===== config.mk =====
export PLATFORM = sky130hd
export DESIGN_NAME = program_store
export DESIGN_NICKNAME = d
export VERILOG_FILES = /design/src/rtl/program_store.sv
export SDC_FILE = /design/constraint.sdc
export NUM_CORES = 2
export LEC_CHECK = 0
export ABC_AREA = 1
export BUFFER_PORTS_ARGS = -buffer_cell sky130_fd_sc_hd__buf_2
export CAP_MARGIN = 0
export CORE_AREA = 2 2 345 603
export DETAILED_ROUTE_END_ITERATION = 6
export DIE_AREA = 0 0 347 605
export GPL_TIMING_DRIVEN = 0
export SYNTH_ARGS = -nofsm -noshare
export SYNTH_HDL_FRONTEND = slang
export SYNTH_SLANG_ARGS = --single-unit

===== constraint.sdc =====
create_clock -name oscillator -period 7.8 [get_ports oscillator]
set_clock_uncertainty 0.1 [all_clocks]
set_input_delay 0.78 -clock oscillator [delete_from_list [all_inputs] [get_ports oscillator]]
set_output_delay 0.78 -clock oscillator [all_outputs]
set_load 0.02 [all_outputs]

===== src/rtl/program_store.sv =====
// program_store: instruction-side responder for the 8-bit microprocessor.
// Holds a 2^ADDR_W x DATA_W program RAM. It is zeroed after reset and can be
// filled at run time through a valid/ready byte port. The processor is held
// in reset while the RAM is being cleared or loaded.
module program_store #(
   parameter int ADDR_W = 8,
   parameter int DATA_W = 8
) (
   input  logic              oscillator,
   input  logic              reset,
   input  logic [ADDR_W-1:0] instruction_address,
   output logic [DATA_W-1:0] instruction,
   input  logic              load_mode,
   input  logic              load_valid,
   input  logic [DATA_W-1:0] load_data,
   output logic              load_ready,
   output logic [ADDR_W:0]   load_count,
   output logic [DATA_W-1:0] checksum,
   output logic              overflow,
   output logic              cpu_hold
);

   localparam int DEPTH = 1 << ADDR_W;
   localparam logic [ADDR_W:0]   CNT_ONE = {{ADDR_W{1'b0}}, 1'b1};
   localparam logic [ADDR_W-1:0] PTR_ONE = {{(ADDR_W-1){1'b0}}, 1'b1};
   localparam logic [ADDR_W-1:0] PTR_MAX = {ADDR_W{1'b1}};

   typedef enum logic [1:0] {
      ST_CLEAR = 2'd0,
      ST_LOAD  = 2'd1,
      ST_RUN   = 2'd2
   } state_t;

   state_t              r_state;
   state_t              w_next_state;
   logic [ADDR_W:0]     r_clr_ptr;
   logic [ADDR_W-1:0]   r_wr_ptr;
   logic [ADDR_W:0]     r_load_count;
   logic [DATA_W-1:0]   r_checksum;
   logic                r_overflow;
   logic [DATA_W-1:0]   r_instruction;
   logic [DATA_W-1:0]   r_mem [0:DEPTH-1];

   logic                w_full;
   logic                w_load_ready;
   logic                w_accept;
   logic                w_overflow_evt;
   logic                w_enter_load;
   logic                w_mem_we;
   logic [ADDR_W-1:0]   w_mem_addr;
   logic [DATA_W-1:0]   w_mem_wdata;

   // load_count can never exceed the depth, so its MSB alone marks "full"
   assign w_full         = r_load_count[ADDR_W];
   assign w_load_ready   = (r_state == ST_LOAD) && load_mode && !w_full;
   assign w_accept       = w_load_ready && load_valid;
   assign w_overflow_evt = (r_state == ST_LOAD) && load_mode && w_full && load_valid;
   assign w_enter_load   = (r_state != ST_LOAD) && (w_next_state == ST_LOAD);

   // State register
   always_ff @(posedge oscillator) begin
      if (reset) begin
         r_state <= ST_CLEAR;
      end else begin
         r_state <= w_next_state;
      end
   end

   // Next-state decode; CLEAR looks at load_mode only on its final write
   always_comb begin
      w_next_state = r_state;
      case (r_state)
         ST_CLEAR: begin
            if (r_clr_ptr[ADDR_W-1:0] == PTR_MAX) begin
               w_next_state = load_mode ? ST_LOAD : ST_RUN;
            end else begin
               w_next_state = ST_CLEAR;
            end
         end
         ST_LOAD: begin
            if (!load_mode) begin
               w_next_state = ST_RUN;
            end else begin
               w_next_state = ST_LOAD;
            end
         end
         ST_RUN: begin
            if (load_mode) begin
               w_next_state = ST_LOAD;
            end else begin
               w_next_state = ST_RUN;
            end
         end
         default: w_next_state = ST_CLEAR;
      endcase
   end

   // Clear pointer walks the whole RAM once per CLEAR pass
   always_ff @(posedge oscillator) begin
      if (reset) begin
         r_clr_ptr <= '0;
      end else if (r_state == ST_CLEAR) begin
         r_clr_ptr <= r_clr_ptr + CNT_ONE;
      end else begin
         r_clr_ptr <= '0;
      end
   end

   // Load bookkeeping: restart on LOAD entry, advance on each handshake
   always_ff @(posedge oscillator) begin
      if (reset) begin
         r_wr_ptr     <= '0;
         r_load_count <= '0;
         r_checksum   <= '0;
         r_overflow   <= 1'b0;
      end else if (w_enter_load) begin
         r_wr_ptr     <= '0;
         r_load_count <= '0;
         r_checksum   <= '0;
         r_overflow   <= 1'b0;
      end else if (w_accept) begin
         r_wr_ptr     <= r_wr_ptr + PTR_ONE;
         r_load_count <= r_load_count + CNT_ONE;
         r_checksum   <= r_checksum + load_data;
      end else if (w_overflow_evt) begin
         r_overflow   <= 1'b1;
      end else begin
         r_overflow   <= r_overflow;
      end
   end

   // RAM write-port mux: zero fill in CLEAR, handshaked bytes in LOAD
   always_comb begin
      w_mem_we    = 1'b0;
      w_mem_addr  = r_wr_ptr;
      w_mem_wdata = load_data;
      if (reset) begin
         w_mem_we = 1'b0;
      end else if (r_state == ST_CLEAR) begin
         w_mem_we    = 1'b1;
         w_mem_addr  = r_clr_ptr[ADDR_W-1:0];
         w_mem_wdata = '0;
      end else if (w_accept) begin
         w_mem_we = 1'b1;
      end else begin
         w_mem_we = 1'b0;
      end
   end

   // Program RAM write port
   always_ff @(posedge oscillator) begin
      if (w_mem_we) begin
         r_mem[w_mem_addr] <= w_mem_wdata;
      end
   end

   // Instruction fetch: one-cycle read in RUN, forced to zero otherwise
   always_ff @(posedge oscillator) begin
      if (reset) begin
         r_instruction <= '0;
      end else if (r_state == ST_RUN) begin
         r_instruction <= r_mem[instruction_address];
      end else begin
         r_instruction <= '0;
      end
   end

   assign instruction = r_instruction;
   assign load_ready  = w_load_ready;
   assign load_count  = r_load_count;
   assign checksum    = r_checksum;
   assign overflow    = r_overflow;
   assign cpu_hold    = (r_state != ST_RUN);

endmodule


**Yosys cells after proc, flatten, opt, wreduce, memory -nomap -nowiden**

Memories as Yosys holds them, arrays and structs flattened. A register that Yosys moved wholly into a read port is not among the register bits.
Index checks and enable logic that the tools add are counted.
Widths: inputs -> output; s select.

- Register bits after elaboration: 37
- Latch bits: 0
- Memory bits (writable): 2048
- Bits in read-only memories: 0
- Bits of input ports: 20
- Logic and storage cells: 45
- Memories: 1

- $add $sub $neg: 4
- $mul: 0
- Div/mod/pow operators: 0
- Order comparisons: 0
- Equality and inequality tests: 6
- Shifts and indexed selects: 0
- Multiplexer cells: 12
- Bitwise gates (word level): 3
- Reductions and logical operators: 13

Memories:

| name | words | bits a word | rd ports | clocked after memory_dff | wr ports | RTL line | source |
|---|---|---|---|---|---|---|---|
| r_mem | 256 | 8 | 1 | 1 | 1 | 42 | `logic [DATA_W-1:0] r_mem [0:DEPTH-1];` |

Operator list:

| operator | number |
|---|---|
| $mux 8 | 4 |
| $add 9x1->9 const B | 2 |
| $add 8x1->8 const B | 1 |
| $add 8x8->8 | 1 |
| $eq 8x8->1 const B | 1 |
| $reduce_or 2->1 | 4 |
| $logic_and 1x1->1 | 6 |
| $mux 1 | 5 |
| $eq 2x1->1 const B | 2 |
| $mux 2 | 2 |
| $pmux 2 s2 | 1 |
| $not 1->1 | 3 |
| $eq 2x2->1 const B | 1 |
| $logic_not 2->1 | 1 |
| $ne 2x1->1 const B | 1 |
| $ne 2x2->1 const B | 1 |
| $reduce_and 2->1 | 1 |
| $logic_not 1->1 | 1 |

**Logic depth before layout (Yosys ltp)**

- Depth in word-level cells: 9
- Mapped depth: 15
- Mapped depth without buffers: 13

**Least setup slack after synthesis**

OpenSTA, ideal clock, no wires.

- Path type: input port to flip-flop
- From: input port reset
- To: memory r_mem[0][0] (data pin)
- Data arrival time: 7034 ps
- Required time: 6307 ps
- Setup slack: -727 ps
- Stages: 4
- Path buffers: 2
- Path through: nor2_2 -> buf_6 -> clkbuf_1 -> nor2_1

- Cells in the longest elaborated chain, start to end: 1

RTL lines:

| what | RTL line | source |
|---|---|---|
| from (decl) | 10 | `input logic reset,` |
| $mux 8 | 137 | `if (reset) begin` |
| via w_mem_wdata[0] | 51 | `logic [DATA_W-1:0] w_mem_wdata;` |
| to (decl) | 42 |  |

The timed path passes the listed nets, and every way through them passes these cells.

**Worst setup path after layout**

- From: register r_state[0]
- To: memory r_mem[94][0], enable pin

- Cells in the longest elaborated chain, start to end: 9

RTL lines:

| what | RTL line | source |
|---|---|---|
| from (decl) | 34 | `state_t r_state;` |
| from (signal assigned) | 65 | `r_state <= w_next_state;` |
| $eq 2x1->1 | 55 | `assign w_load_ready = (r_state == ST_LOAD) && load_mode && !w_full;` |
| $logic_and 1x1->1 (2 in a row) | 55 |  |
| $logic_and 1x1->1 | 56 | `assign w_accept = w_load_ready && load_valid;` |
| $mux 1 | 143 | `end else if (w_accept) begin` |
| $mux 1 | 139 | `end else if (r_state == ST_CLEAR) begin` |
| $mux 1 | 137 |  |
| $mux 1 | 152 | `if (w_mem_we) begin` |
| $mux 1 (not written as such) | 153 | `r_mem[w_mem_addr] <= w_mem_wdata;` |

Parallel ways exist; a longest one is shown, timed or not.

==> metrics.txt <==
vias post-DR 64.34k; Hold Crit Start load_mode; Final Max Slew Viols 110; Post-Route WL 404,500 um; Mean Syn Cell Area 11.75 um2; CTS Buf Count 194; Detailed Routing Iterations Pass 1 7; pwr/cell area 246.7 nW/um2; full die area 209,900 um2; final period utilization 55.70%; maximum VDD drop 0.0003191 V; Synth Cell Area 85,540 um2; Post-CTS Resized 0; status finished, violations left; # IOs 48; Seq cells post-synth 2,092; final hold vios 0; DR iter-0 viols 10.01k; core outline area 205,100 um2; Clock Path Buffers 4; Post-synth EDFFs 2,048; Sum Neg Setup Slack 0 ns; PnR worst setup slack 3.456 ns; Post-route DRC 1; layout cells sized above 1 10.41%; violated checks DRC, capacitance limit, slew limit; critical path type reg2reg; clock latency on the worst-skew pair 0.89 ns; cts hold-fix bufs 0; Tot GR Track Use 38.04%; max_slew headroom -7.432%; IO Port Bufs 41; distinct cell type count after synthesis 40; die span in y 605 um; CTS tree yes; largest net degree at the start of global routing 48; Detail Placement HPWL 288,700 um; RSZ-0062 raised after global routing false; # setup viols final 0; Data arrival, critical path 4.71 ns; r2r startpoint r_state[0]$_SDFF_PP0_; ys flop type edfxtp_1; Cell Rows 220; Setup Fix Bufs, Post-CTS 0; GRT Residual Overflow 0; Syn Inst Count 7,279; initial core utilization 41.71%; Slew @ Worst Pin 1.611 ns; pre-CTS setup slack 2.896 ns; vias per std cell 6.155; Worst setup startpoint r_state[0]$_SDFF_PP0_; area grow syn2layout 14.21%; clk root buf clkbuf_16; Seq/Total Area, Yosys 72.93%; initial antenna violation count 31; yosys warns 0; leakage power 0.03420 uW; CTS Sinks 2,092; per-cell routed wire length 38.69 um; Die X 347 um; vias in the first global route 60.60k; Startpoint Class register; Crit Path Max Fanout 10; CTS clock-pin slew for the worst setup and hold paths 0.07 ns; Net Count, Synth 7,314; Routed Antenna Nets 0; worst endpoint required time 8.16 ns; worst hold-check path type in2reg; fin crit period 4.344 ns; Worst Hold Slack 0.07152 ns; GPL Wtd Cong 1.060; FMAX 0.2302 GHz; FFs w/ async S/R, synth 0%; CP Capture Type register; H-tree levels 4; Layout Nets 7,662; first-pass GRT wire length 530,600 um; power consumption 24,100 uW; final core occ 47.64%; Max-cap violations 17
[per-layer routing]
metal,GRT usage (%),share of wire [%]
met1,38.53,30
met3,8.735,9.3
met4,39.62,13
met5,0,0.029
met2,62.79,48
[Yosys cell counts (all sizes together), types with 8 or more instances]
cell type / number / area (um2)
or2: 8 / 50.05
nand2: 2126 / 8063
dfxtp: 44 / 880.8
xor2: 8 / 70.07
a21oi: 37 / 185.2
inv: 71 / 279.0
o22ai: 16 / 100.1
nand3: 1945 / 9759
buf: 301 / 1648
edfxtp: 2048 / 61500
o21ai: 45 / 304.0
clkbuf: 188 / 705.7
ha: 14 / 175.2
nor2: 408 / 1669
[cells by family after synthesis]
family	share of synthesized area (%)
buffers and inverters	3.078
adders and majority gates	0.2282
xor gates and xnor gates	0.1331
AOI/OAI and AO/OA	0.7226
DFF	72.93
and+or+nand+nor	22.91
[final timing paths]
kind	end	slack, ns	cells after the start
min reg2reg	overflow$_SDFFE_PP0P_	0.35	2
min	r_state[1]$_SDFF_PP0_	0.07	2
max	r_mem[94][0]$_DFFE_PP_	3.46	11
max reg2reg	r_mem[94][0]$_DFFE_PP_	3.46	11
[where the power goes]
part	internal, uW	total, uW	switching, uW
Combinational	409	2010	1600
Sequential	12300	12300	4.92
Clock	5340	9750	4410
[cell type report]
| cell class | count | area [um2] |
|---|---|---|
| Multi-Input combinational cell | 4627 | 20750 |
| Timing Repair Buffer | 152 | 2346 |
| Antenna cell | 19 | 47.55 |
| Clock buffer | 238 | 5175 |
| Fill cell | 18240 | 107400 |
| Tap cell | 2664 | 3333 |
| Clock inverter | 102 | 1021 |
| Inverter | 71 | 279.0 |
| Buffer | 489 | 2366 |
| Sequential cell | 2092 | 62380 |
[per-stage QoR]
stage | cells | area (um2)
global placement | 9984 | 89080
CTS | 10430 | 97520
finish | 10450 | 97690
global route | 10440 | 97650
floorplan | 7279 | 85540
detailed placement | 10090 | 91330
[flip-flops by register name, indices dropped and copies added (netlist names)]
signal       cells
r_mem         2048
load_count       9
checksum         8
instruction      8
r_clr_ptr        8
r_wr_ptr         8
r_state          2
overflow         1
[critical path, cell delays in order (launching register included)]
cell and delay [ns]:
dfxtp_1 0.37, inv_1 0.08, ha_1 0.22, inv_1 0.07, nor2_2 0.05, buf_6 0.14, o21bai_1 0.55, nand2_1 0.29
nor2_1 0.20, nand2_1 0.19, buf_2 0.44, nor2_1 1.23
[cells in the final DEF, fill, tap and decap left out, types with 26 or more instances in the layout]
master,instances
buf_12,48
nor2_2,74
clkinv_1,33
nor2_1,318
inv_1,57
clkbuf_16,198
buf_1,61
buf_4,38
nand3_1,1943
buf_8,33
clkbuf_1,212
clkinv_2,28
edfxtp_1,2048
a21oi_1,37
buf_2,224
o21ai_0,36
dfxtp_1,44
buf_6,26
nand2_1,2109
(Power assumes the default switching activity.)
